**src/rtl/spike_class_readout.sv**
```systemverilog
// spike_class_readout: counts output spikes per class over a sample window,
// picks the winning class (argmax, ties to lowest index), compares it with the
// latched one-hot label and keeps running sample/hit statistics.
//
// Output handshake: o_valid is a one-cycle strobe with no ready/back-pressure.
// o_class, o_correct and o_timeout are valid while o_valid is high and hold
// until the next strobe. o_sample_count/o_hit_count reflect a report from the
// cycle after its o_valid strobe.
module spike_class_readout #(
  parameter int p_n       = 10,
  parameter int p_idx_w   = 4,
  parameter int p_cnt_w   = 8,
  parameter int p_stat_w  = 16,
  parameter int p_timeout = 1023
) (
  input  logic                i_clk,
  input  logic                i_rst_n,
  input  logic [p_n:1]        i_spike,
  input  logic [p_n:1]        i_label,
  input  logic                i_sample_start,
  input  logic                i_sample_end,
  input  logic                i_clear_stats,
  output logic                o_valid,
  output logic [p_idx_w-1:0]  o_class,
  output logic                o_correct,
  output logic                o_timeout,
  output logic [p_stat_w-1:0] o_sample_count,
  output logic [p_stat_w-1:0] o_hit_count
);

  localparam int p_tmr_w = $clog2(p_timeout + 1);

  typedef enum logic [1:0] {
    S_IDLE    = 2'd0,
    S_COLLECT = 2'd1,
    S_DECIDE  = 2'd2,
    S_REPORT  = 2'd3
  } state_e;

  state_e               state_q, state_d;
  logic [p_cnt_w-1:0]   cnt_q [1:p_n];
  logic [p_n:1]         label_q, pend_label_q;
  logic                 pend_q;
  logic [p_tmr_w-1:0]   timer_q;
  logic                 to_flag_q;
  logic [p_idx_w-1:0]   scan_q, best_idx_q;
  logic [p_cnt_w-1:0]   best_cnt_q;
  logic [p_idx_w-1:0]   class_q;
  logic                 correct_q, timeout_q;
  logic [p_stat_w-1:0]  sample_q, hit_q;

  logic                 timer_done;
  logic [p_cnt_w-1:0]   cur_cnt;
  logic                 upd;
  logic [p_idx_w-1:0]   final_idx;
  logic                 hit_d;

  assign timer_done = (timer_q == p_tmr_w'(p_timeout - 1));

  // State register
  always_ff @(posedge i_clk) begin
    if (!i_rst_n) state_q <= S_IDLE;
    else          state_q <= state_d;
  end

  // Next-state logic; a start inside COLLECT restarts the window and beats end
  always_comb begin
    state_d = state_q;
    case (state_q)
      S_IDLE:    if (i_sample_start || pend_q) state_d = S_COLLECT;
      S_COLLECT: begin
        if (i_sample_start)                  state_d = S_COLLECT;
        else if (i_sample_end || timer_done) state_d = S_DECIDE;
      end
      S_DECIDE:  if (scan_q == p_idx_w'(p_n)) state_d = S_REPORT;
      S_REPORT:  state_d = S_IDLE;
      default:   state_d = S_IDLE;
    endcase
  end

  // Scan step: select the counter under the scan pointer and the candidate winner
  always_comb begin
    cur_cnt = '0;
    for (int i = 1; i <= p_n; i++) begin
      if (scan_q == p_idx_w'(i)) cur_cnt = cnt_q[i];
    end
    upd       = (cur_cnt > best_cnt_q);
    final_idx = upd ? scan_q : best_idx_q;
  end

  // Label bit test for the candidate winner; class 0 never hits
  always_comb begin
    hit_d = 1'b0;
    for (int i = 1; i <= p_n; i++) begin
      if (final_idx == p_idx_w'(i)) hit_d = label_q[i];
    end
  end

  // Datapath: spike counters, timer, label/pending registers, scan, results, stats
  always_ff @(posedge i_clk) begin
    if (!i_rst_n) begin
      for (int i = 1; i <= p_n; i++) cnt_q[i] <= '0;
      label_q      <= '0;
      pend_label_q <= '0;
      pend_q       <= 1'b0;
      timer_q      <= '0;
      to_flag_q    <= 1'b0;
      scan_q       <= '0;
      best_idx_q   <= '0;
      best_cnt_q   <= '0;
      class_q      <= '0;
      correct_q    <= 1'b0;
      timeout_q    <= 1'b0;
      sample_q     <= '0;
      hit_q        <= '0;
    end else begin
      case (state_q)
        S_IDLE: begin
          if (i_sample_start || pend_q) begin
            for (int i = 1; i <= p_n; i++) cnt_q[i] <= '0;
            timer_q   <= '0;
            to_flag_q <= 1'b0;
            label_q   <= i_sample_start ? i_label : pend_label_q;
            pend_q    <= 1'b0;
          end
        end
        S_COLLECT: begin
          if (i_sample_start) begin
            for (int i = 1; i <= p_n; i++) cnt_q[i] <= '0;
            timer_q   <= '0;
            to_flag_q <= 1'b0;
            label_q   <= i_label;
          end else begin
            for (int i = 1; i <= p_n; i++) begin
              if (i_spike[i] && (cnt_q[i] != {p_cnt_w{1'b1}}))
                cnt_q[i] <= cnt_q[i] + p_cnt_w'(1);
            end
            timer_q    <= timer_q + p_tmr_w'(1);
            to_flag_q  <= timer_done && !i_sample_end;
            scan_q     <= p_idx_w'(1);
            best_idx_q <= '0;
            best_cnt_q <= '0;
          end
        end
        S_DECIDE: begin
          best_idx_q <= final_idx;
          if (upd) best_cnt_q <= cur_cnt;
          scan_q <= scan_q + p_idx_w'(1);
          if (scan_q == p_idx_w'(p_n)) begin
            class_q   <= final_idx;
            correct_q <= hit_d;
            timeout_q <= to_flag_q;
          end
          if (i_sample_start) begin
            pend_q       <= 1'b1;
            pend_label_q <= i_label;
          end
        end
        S_REPORT: begin
          if (sample_q != {p_stat_w{1'b1}}) sample_q <= sample_q + p_stat_w'(1);
          if (correct_q && (hit_q != {p_stat_w{1'b1}})) hit_q <= hit_q + p_stat_w'(1);
          if (i_sample_start) begin
            pend_q       <= 1'b1;
            pend_label_q <= i_label;
          end
        end
        default: ;
      endcase
      // Clearing the statistics overrides a coincident report increment
      if (i_clear_stats) begin
        sample_q <= '0;
        hit_q    <= '0;
      end
    end
  end

  assign o_valid        = (state_q == S_REPORT);
  assign o_class        = class_q;
  assign o_correct      = correct_q;
  assign o_timeout      = timeout_q;
  assign o_sample_count = sample_q;
  assign o_hit_count    = hit_q;

endmodule

```
**config.mk**
```make
export PLATFORM = sky130hd
export DESIGN_NAME = spike_class_readout
export DESIGN_NICKNAME = d
export VERILOG_FILES = /design/src/rtl/spike_class_readout.sv
export SDC_FILE = /design/constraint.sdc
export NUM_CORES = 1
export LEC_CHECK = 0
export BUFFER_PORTS_ARGS = -buffer_cell sky130_fd_sc_hd__buf_2
export CAP_MARGIN = 20
export CORE_MARGIN = 10
export CORE_UTILIZATION = 40
export DETAILED_ROUTE_END_ITERATION = 12
export GPL_ROUTABILITY_DRIVEN = 0
export PLACE_DENSITY_LB_ADDON = 0.1
export SYNTH_ARGS = -nofsm -noshare
export SYNTH_HDL_FRONTEND = slang
export SYNTH_SLANG_ARGS = --single-unit
export TNS_END_PERCENT = 1
```
**constraint.sdc**
```tcl
create_clock -name i_clk -period 9.61 [get_ports i_clk]
set_input_delay 0.961 -clock i_clk [delete_from_list [all_inputs] [get_ports i_clk]]
set_output_delay 0.961 -clock i_clk [all_outputs]
set_load 0.05 [all_outputs]
```
* After elaboration in Yosys (flattened, before gate mapping)
Memories as Yosys holds them, arrays and structs flattened.
Index checks and enable logic that the tools add are counted.
** Operators by class
- Multiplexer cells :: 134
- $lt $le $gt $ge :: 1
- Equal/unequal tests :: 43
- Bitwise gates (word level) :: 31
- Add/sub/neg operators :: 14
- Reduce and logical (&&, ||, !) cells :: 30
** Operators by type and width (number)
- 8-bit 2-to-1 mux :: 42
- 8-bit by 1-bit adder with 8-bit output, second input constant :: 10
- 8-bit != test, second input constant :: 10
- 1-bit 2-to-1 mux :: 72
- 10-bit 2-to-1 mux :: 5
- 10-bit one-hot mux with 2 select lines :: 2
- 16-bit by 1-bit adder with 16-bit output, second input constant :: 2
- 4-bit by 3-bit equality test with 1-bit output, second input constant :: 8
- 16-bit != test, second input constant :: 2
- 1-bit bitwise OR :: 30
- 4-bit equality test, second input constant :: 6
- 4-bit by 2-bit equality test with 1-bit output, second input constant :: 4
- 4-bit one-hot mux with 2 select lines :: 2
- 8-bit one-hot mux with 2 select lines :: 1
- 1-bit logical AND :: 12
- 4-bit 2-to-1 mux :: 3
- 3-bit AND reduction :: 4
- 10-bit by 1-bit adder with 10-bit output, second input constant :: 1
- 10-bit equality test, second input constant :: 1
- 2-bit != test, second input constant :: 5
- 2-bit AND reduction :: 5
- 4-bit by 1-bit equality test with 1-bit output, second input constant :: 2
- 8-bit greater-than comparator :: 1
- 2-bit 2-to-1 mux :: 4
- 13 further kinds :: 19
** Word-level totals
- Logic and storage cells :: 268
- Output and inout bits :: 39
- Memories :: 1
- Bits in registers :: 88
- Memory bits (writable) :: 80
- Input port bits :: 25
** Memories
- cnt_q :: depth 10, width 8, rd ports 10, clocked after memory_dff 0, wr ports 10, line 41 : logic [p_cnt_w-1:0] cnt_q [1:p_n];

* Longest topological paths before layout
Gate-level depths: netlist (run 1).
- Depth after elaboration :: 24
- Gate-level depth with buffers :: 20
- Depth with buffers taken out :: 18

* Least setup slack after synthesis (run 1)
OpenSTA, ideal clock, no wires.
- Kind :: register to register
- From :: register scan_q[1]
- To :: register correct_q, in the netlist o_correct
- Required time :: 9.486 ns
- Cell stages (with the launch flop) :: 19
- Library setup time :: 0.124 ns
- Path buffers :: 3
- Period minus slack after synthesis :: 3.795 ns
- Arrival time :: 3.671 ns
- Path slack :: 5.815 ns
- Cell sequence :: dfxtp_1 > inv_1 > ha_1 > buf_2 > buf_2 > nand3b_1 > clkbuf_1 > nor2_1 > a211oi_1 > o22a_1 > ha_1 > nor2b_1 > o211ai_2 > a21oi_2 > o31ai_4 > mux2i_2 > mux2_4 > a221oi_2 > o31ai_1
** On the way
- Cells in the longest elaborated chain, start to end :: 24
- Elaborated cells on any way between the ends :: 43
- Classes of those cells :: order compare (1); eq/ne (20); mux (21); reduce/logical (1)
** RTL lines
- from (decl) :: line 46 : logic [p_idx_w-1:0] scan_q, best_idx_q;
- from (signal assigned) :: line 140 : scan_q <= p_idx_w'(1);
- from (signal assigned) :: line 148 : scan_q <= scan_q + p_idx_w'(1);
- 4-bit by 1-bit equality test with 1-bit output :: line 85 : if (scan_q == p_idx_w'(i)) cur_cnt = cnt_q[i];
- 8-bit 2-to-1 mux (10 in series) :: line 85
- 8-bit greater-than comparator :: line 87 : upd = (cur_cnt > best_cnt_q);
- 4-bit 2-to-1 mux :: line 88 : final_idx = upd ? scan_q : best_idx_q;
- 4-bit by 1-bit equality test with 1-bit output :: line 95 : if (final_idx == p_idx_w'(i)) hit_d = label_q[i];
- 1-bit 2-to-1 mux (10 in series) :: line 95
- to (signal assigned) :: line 151 : correct_q <= hit_d;
- to (decl) :: line 49 : logic correct_q, timeout_q;
Several ways; a longest one is shown, not always the timed one.
A chain may end at the register's enable or synchronous reset.

* Worst setup path in the final report (run 1)
- From :: register scan_q[0]
- To :: register correct_q, in the netlist o_correct
The elaborated chain is that of the path after synthesis.

==> results of run 1 <==
sequential cells by signal (all words and copies together), names as in the netlist, named ones only:
name	cells
o_class	4
o_timeout	1
to_flag_q	1
timer_q	10
o_hit_count	16
o_correct	1
scan_q	4
cnt_q	80
state_q	1
o_sample_count	16
label_q	10
pend_label_q	10
pend_q	1
best_cnt_q	8
best_idx_q	4
routing by layer:
layer  wire length, um  GRT usage, %
met5                 0             0
met4               189          3.64
met3               854          3.33
met2              8810          20.9
met1             10300          19.9
stage by stage:
| step | hold WS (ns) | setup WS, ns | power [mW] | utilization [%] |
|---|---|---|---|---|
| after CTS | 0.463 | 4.73 | 1.64 | 45.9 |
| after floorplan | 0.430 | 5.82 | 0.903 | - |
| after global routing | 0.484 | 4.27 | 1.68 | 45.9 |
| after detailed placement | 0.453 | 4.76 | 0.943 | 43.2 |
| after global placement | 0.448 | 4.88 | 0.943 | 43.2 |
| final | 0.464 | 4.70 | 1.62 | 45.9 |
worst max-delay path, delay by kind of cell (launching register included):
family                     cells  cell delay, ns
DFF                            1            0.40
adders and majority gates      2            1.06
muxes                          2            0.83
and+or+nand+nor                2            0.60
AOI/OAI and AO/OA              7            1.76
buffers and inverters          1            0.14
path summary, 6_finish.rpt:
check	slack [ns]	cells after the start	end
setup / recovery	4.70	14	o_correct
hold / removal	0.46	1	timer_q[8]
setup reg to reg	4.70	14	o_correct
hold reg to reg	0.46	1	timer_q[8]
layout by cell type, fill, tap and decap left out, drive strengths merged, types with 17 or more instances in the layout:
| master | Yosys | routed |
|---|---|---|
| nor2 | 158 | 158 |
| buf | 12 | 68 |
| clkbuf | 25 | 19 |
| dfxtp | 88 | 88 |
| nand2 | 123 | 123 |
| ha | 26 | 26 |
| nand3 | 45 | 45 |
| o211a | 17 | 17 |
| o21ai | 29 | 29 |
| nand4 | 26 | 26 |
| edfxtp | 80 | 80 |
| a21oi | 31 | 31 |
| xor2 | 53 | 53 |
| xnor2 | 38 | 38 |
| inv | 30 | 37 |
cell families after synthesis:
group | Yosys count | synth area share (%)
flip-flops | 168 | 46.8
AO/OA/AOI/OAI | 166 | 13.8
AND/OR/NAND/NOR | 423 | 21.8
adder cells (fa/ha/maj) | 26 | 3.65
multiplexers | 17 | 2.15
buffers and inverters | 67 | 2.98
XOR/XNOR | 91 | 8.95
where the power goes:
part / internal, mW / switching [mW] / total [mW]
sequential: 0.777 / 0.0348 / 0.811
clock: 0.381 / 0.311 / 0.692
combinational: 0.0456 / 0.0685 / 0.114
total: 1.20 / 0.414 / 1.62
final cells by class:
class	instances	area, um^2	area share (%)
well taps	280	350	3.49
multi-input cells	723	4480	44.6
clock inverters	13	133	1.32
flip-flops and latches	168	4160	41.5
repair buffers	68	353	3.51
inverters	30	113	1.12
clock buffers	19	454	4.52
==> results by stage, run 1 <==
Clock network:
- The later-pin clock latency in the skew report is approximately 0.43 ns.
- The CTS clock-pin slew for the worst setup and hold paths is approximately 0.070 ns.
- The clock passes through at most 2 buffers.
- TritonCTS built the clock tree.
- The master cell of the clock root buffer is sky130_fd_sc_hd__clkbuf_16.
- The number of buffers inserted by hold repair at cts is 0.
- The number of gates resized after CTS was 0.
- Buffers inserted during clock tree synthesis total 17.
- For this design, the sink count on the clock tree is between 150 and 200.
- The H-tree was split into 4 levels.
- Buffers added to address setup during post-CTS repair amount to 0.

Synthesis:
- The count of unique library cells instantiated by Yosys is 59.
- For this run, asynchronously set or reset flops after synthesis account for 0%.
- The sequential cell area fraction in the yosys report is a little under half.
- In this run, synthesis produced a sequential element count of 168.
- The cell area that synthesis handed to floorplanning was about 9000 um^2.
- Counting instances in the post-synthesis netlist gives the leading cell types as sky130_fd_sc_hd__nor2_1, sky130_fd_sc_hd__nand2_1, sky130_fd_sc_hd__dfxtp_1.
- The largest total area in the synthesized netlist belongs to sky130_fd_sc_hd__edfxtp_1.
- Yosys instantiated no cell more often than sky130_fd_sc_hd__nor2_1.
- The number of warning messages in the yosys log is 0.
- The number of enable-type register cells in the synthesized netlist is 80.
- The commonest register cell after synthesis is sky130_fd_sc_hd__dfxtp_1.
- The number of nets in the synthesized netlist is approximately 1.0k.
- After technology mapping, the gate count stands at about 960.
- The proportion of netlist area held by the largest area contributor is between 20% and 30%.
- In the post-synthesis netlist, the biggest area contributors are sky130_fd_sc_hd__edfxtp_1, sky130_fd_sc_hd__dfxtp_1, sky130_fd_sc_hd__nor2_1.
- Dividing the synthesized area by the synthesized cell count gives 9.30 um^2.

Floorplanning:
- The die is 169 um tall.
- The core region is between 20000 and 25000 um^2.
- The effective utilization at floorplan is 40.7%.
- The area enclosed by the die boundary is around 29000 um^2.
- The die outline width is about 170 um.
- The number of core rows is 54.
- The number of top-level pins is 64.

Finish:
- After filler insertion, the fill cell instance count of the layout stands at 2182.
- In the final layout, the share of cells above drive strength 1 is approximately an eighth.
- The synthesis-to-layout area growth is 12.8%.
- The count of non-filler cells in the finished layout is around 1.3k.
- The diode insertion count for antenna repair is 0.
- After the last flow step, the layout net total stands at 1059.
- The final cell area excluding filler cells is 10000 um^2.

Critical path:
- STA classifies the critical path endpoint as a flop.
- Along the worst path, the maximum fanout reaches 30.
- The critical path goes through inv_1, ha_1, nor2b_1, a22oi_1, o21ai_0, o22a_1, ha_1, a211oi_2, nor2_1, o31ai_4, mux2i_2, mux2_4, a221oi_2, o31ai_1.
- The class of the most critical setup path is reg -> reg.
- The launching element type of the critical path is a flop.
- Among all stages on the critical path, the largest delay is contributed by sky130_fd_sc_hd__ha_1.
- The source of the critical timing path is scan_q[0].
- The worst register-to-register path begins at scan_q[0].
- The largest single stage delay on the critical path is around 0.81 ns.
- For the worst setup path, the data required time is ~9.9 ns.
- The cell that appears most often on the critical path is sky130_fd_sc_hd__ha_1.
- The arrival time of the worst setup path is approximately 5.2 ns.

Routing:
- The average wire per cell in the routed design is between 15 and 20 um.
- The violation count after the first detailed-routing iteration is 544.
- The post-detailed-route count of antenna-violating nets is 0.
- The number of vias after detailed routing is roughly 6.8k.
- The via density per instance is 5.20.
- The count of TritonRoute iterations in the first routing pass is 5.
- After detailed routing, the number of remaining DRC violations is 0.
- After detailed routing, the total wire length is a little over 20000 um.

Flow run:
- The max capacitance violation total is 0.

Timing:
- The maximum clock skew at final layout is 0.0125 ns.
- The minimum period implied by the final worst setup slack is 4.91 ns.
- The relative max-transition margin is between 30% and 40%.
- Setup violations remaining at the end of the flow were counted as 0.
- The number of endpoints with negative hold slack in the final report is 0.
- The accumulated negative setup slack is 0 ns.
- Setup repair after global routing left no endpoint under its margin.
- The post-route clock period utilization is between 50% and 60%.
- Based on the critical path, the design can be clocked at up to approximately 0.20 GHz.
- The slew at the pin closest to its max-slew limit is roughly 0.98 ns.
- The total count of max-transition violations in the final report is 0.

Global route:
- The number of global-route vias before repair came to about 6.5k.
- The global-route total usage across every layer is approximately 14%.
- The total overflow left after global routing is 0.
- The number of antenna violations at the first check in global routing was 0.
- The first-pass GRT wire length is around 33000 um.
- The pin count of the biggest net entering global routing is 59.

Worst hold path:
- The startpoint of the worst hold path is timer_q[8].
- The min-delay analysis places its worst path in the category reg -> reg.

Place:
- Summed over all nets, the half-perimeter wirelength after detailed placement is between 10000 and 15000 um.
- The post-place instance area is about 9500 um^2.
- The quantity of I/O buffers inserted on ports is 63.
- Counting tap cells, the placed design contains a total of roughly 1.3k instances.

Pwr:
- The worst supply voltage drop on vdd is ~0.00011 V.
- The power per unit of standard cell area is 161 nW/um^2.
- For this design the static power due to leakage is 3.79 nW.

Run status:
- The run finished with clean final reports.
Note: power is estimated with default switching activity, not from simulation.
==> inputs of run 2 (changes only) <==
==> constraint.sdc (replaced) <==
create_clock -name i_clk -period 4.2 [get_ports i_clk]
set_input_delay 0.42 -clock i_clk [delete_from_list [all_inputs] [get_ports i_clk]]
set_output_delay 0.42 -clock i_clk [all_outputs]
set_load 0.05 [all_outputs]
==> run 2 against run 1 <==
Clock power is 130% higher. Design area is 1.6% higher. Count of clock-buffer cells in the layout stayed put. Setup slack worse by 4.4 ns. Wire length is 2.8% higher. Largest power group unchanged. Highest routed layer unchanged.
==> results by stage, run 2 (synthesis gave the netlist of run 1 again) <==
Run status:
- The run finished with clean final reports.

Critical path:
- STA classifies the critical path endpoint as a flop.
- The setup path with the least slack is of type reg -> reg.
- Data arrives at the worst endpoint at about 4.2 ns.
- The required time of the worst setup path is approximately 4.5 ns.
- The longest individual stage delay on the worst path is 0.48 ns.
- Along the worst path, the maximum fanout reaches 8.
- The slowest library cell on the worst path is sky130_fd_sc_hd__nor2b_1.
- Setup slack on the worst reg-to-reg path comes out at between 0.3 and 0.4 ns.
- Traced cell by cell, the critical path runs through buf_4, ha_1, nor2b_1, a22oi_1, o21ai_0, o22a_1, ha_1, a211oi_2, nor2_1, o31ai_4, mux2i_4, buf_4, mux4_2, a31oi_1, o31ai_1.
- The number of cells traversed by the worst register-to-register path is 15.
- The launching element type of the critical path is a flop.

Timing:
- The total count of max-transition violations in the final report is 0.
- The clock arrives with approximately 0.011 ns of skew.
- The relative max-transition margin is between 40% and 50%.
- Setup repair after global routing left no endpoint under its margin.
- Adding up every negative setup slack in the final design gives 0 ns.
- Timing would allow up to 0.258 GHz.
- The smallest hold slack is ~0.24 ns.
- The slew at the pin closest to its max-slew limit is just under 0.9 ns.
- Dividing the final minimum period by the clock period gives between 90% and 100%.
- The minimum period implied by the final worst setup slack is about 3.9 ns.
- Setup violations remaining at the end of the flow were counted as 0.
- The number of endpoints with negative hold slack in the final report is 0.
- In the post-route analysis, the smallest setup slack over all paths is approximately 0.33 ns.

Floorplanning:
- The number of top-level pins is 64.
- The effective utilization at floorplan is approximately two fifths.
- The core footprint is 21900 um^2.
- The area enclosed by the die boundary is ~29000 um^2.
- The die is around 170 um wide.
- The die is between 150 and 200 um tall.
- The number of core rows is 54.

Routing:
- The count of nets left with antenna violations once routing finished came out at 0.
- The final wirelength is ~21000 um.
- The average wire per cell in the routed design is about 16 um.
- The via density per instance is around 5.2.
- The count of TritonRoute iterations in the first routing pass is 4.
- Across all layers, the routed design uses roughly 7k vias.
- The first routing iteration left 391 violations.
- In the routed design, unresolved DRC markers number 0.

Global route:
- For this run, global-route usage on met3 was measured as under 10%.
- The number of antenna violations at the first check in global routing was 0.
- The number of global-route vias before repair was between 6k and 7k.
- The pin count of the biggest net entering global routing is 58.
- In the global route stage, overall resource usage came out at 14.6%.
- The routing layer with the top usage in global route is met2.
- The met2 track utilization from global routing is between 20% and 30%.
- The first global-routing pass estimated roughly 34000 um of wire.
- The met1 track utilization from global routing is 20.1%.
- The aggregate global routing overflow is 0.

Finish:
- The fraction of layout cells with a size suffix above 1 is between 10% and 20%.
- The synthesis-to-layout area growth is 14.6%.
- The flip-flop count of the largest register after layout is 80.
- In the layout the commonest cells are sky130_fd_sc_hd__nor2_1, sky130_fd_sc_hd__nand2_1, sky130_fd_sc_hd__dfxtp_1, sky130_fd_sc_hd__edfxtp_1, sky130_fd_sc_hd__buf_2.
- The diode insertion count for antenna repair is 0.
- The core utilization of the finished layout is between 40% and 50%.
- The net count of the finished layout is around 1.1k.
- The finished cells cover just over 10000 um^2.
- The count of non-filler cells in the finished layout is approximately 1.3k.
- The library cell used most frequently in the layout, excluding fill and tap cells, is sky130_fd_sc_hd__nor2_1.
- The largest register by flop count is cnt_q.

Pwr:
- The clock network burns between 40% and 50% of the power.
- The worst-case IR drop observed on VDD is ~0.00023 V.
- The relative contribution of combinational cells to total power is approximately 7.6%.
- Sequential cells burn 49.9% of the power.
- The switching component of the power is about 1 mW.
- The power per unit of standard cell area is around 360 nW/um^2.
- Total power for the finished layout comes to around 3.7 mW.
- Summed over all cells, the static leakage comes to between 3 and 4 nW.
- The cell-internal power is between 2 and 3 mW.
- The fraction of power spent switching nets is between 20% and 30%.

Clock network:
- After clock tree synthesis, the clock-pin slew on the worst setup and hold paths is 0.07 ns.
- In this run, post-CTS hold repair placed 0 buffers.
- TritonCTS built the clock tree.
- The clock reaches the later pin of the worst-skew pair after around 0.44 ns.
- The CTS buffer count is 17.
- In this run the clock root is driven by a sky130_fd_sc_hd__clkbuf_16.
- In this run the number of H-tree levels came out at 4.
- CTS saw around 170 sinks.
- The number of buffers between clock root and the deepest sink is 2.

Place:
- The post-place instance area is roughly 9600 um^2.
- Port buffering added between 60 and 70 buffers.
- Prior to clock tree synthesis, the placed netlist has a worst setup slack of approximately 0.14 ns.
- The count of placed standard cells including taps is roughly 1.3k.
- The final HPWL from detailed placement is 14700 um.

Worst hold path:
- Along the worst hold path, the cell count comes to 3.
- In this run the worst hold path is classified as in -> reg.

Flow run:
- Max-cap violations in this run came to 0.
-- run 2: path summary, 6_finish.rpt --
check / start / endpoint
setup / recovery: scan_q[1] / o_correct
hold / removal: i_label[3] / pend_label_q[3]
setup reg to reg: scan_q[1] / o_correct
hold reg to reg: best_cnt_q[0] / best_cnt_q[0]
-- run 2: worst max-delay path: cells and delay by family, from the launching register on --
family,cells,cell delay [ns]
AOI/OAI and AO/OA,7,1.50
muxes,2,0.62
and+or+nand+nor,2,0.57
adders and majority gates,2,0.46
DFF,1,0.33
buffers and inverters,2,0.29
-- run 2: power by group through the flow --
stage,clock (mW),sequential [mW],combinational (mW)
after global placement,0,1.89,0.277
after CTS,1.62,1.85,0.281
after floorplan,0,1.86,0.205
after global routing,1.68,1.86,0.319
final,1.58,1.85,0.283
after detailed placement,0,1.89,0.279
-- run 2: timing repair --
action | 4_1_cts | 5_1_grt
setup buffers | 0 | 1
setup endpoints to repair | 0 | 5
gates resized for setup | 0 | 10
-- run 2: per-layer routing --
| metal | part of all wire, % | wire, um |
|---|---|---|
| met5 | 0 | 0 |
| met2 | 45 | 9240 |
| met1 | 50 | 10300 |
| met3 | 4.3 | 891 |
| met4 | 1.1 | 235 |
-- run 2: final cells by class --
class / instances / area (um^2)
flip-flops and latches: 168 / 4170
inverters: 30 / 113
repair buffers: 85 / 493
clock inverters: 13 / 124
fillers: 2176 / 11700
clock buffers: 19 / 454
multi-input cells: 723 / 4500
well taps: 280 / 350
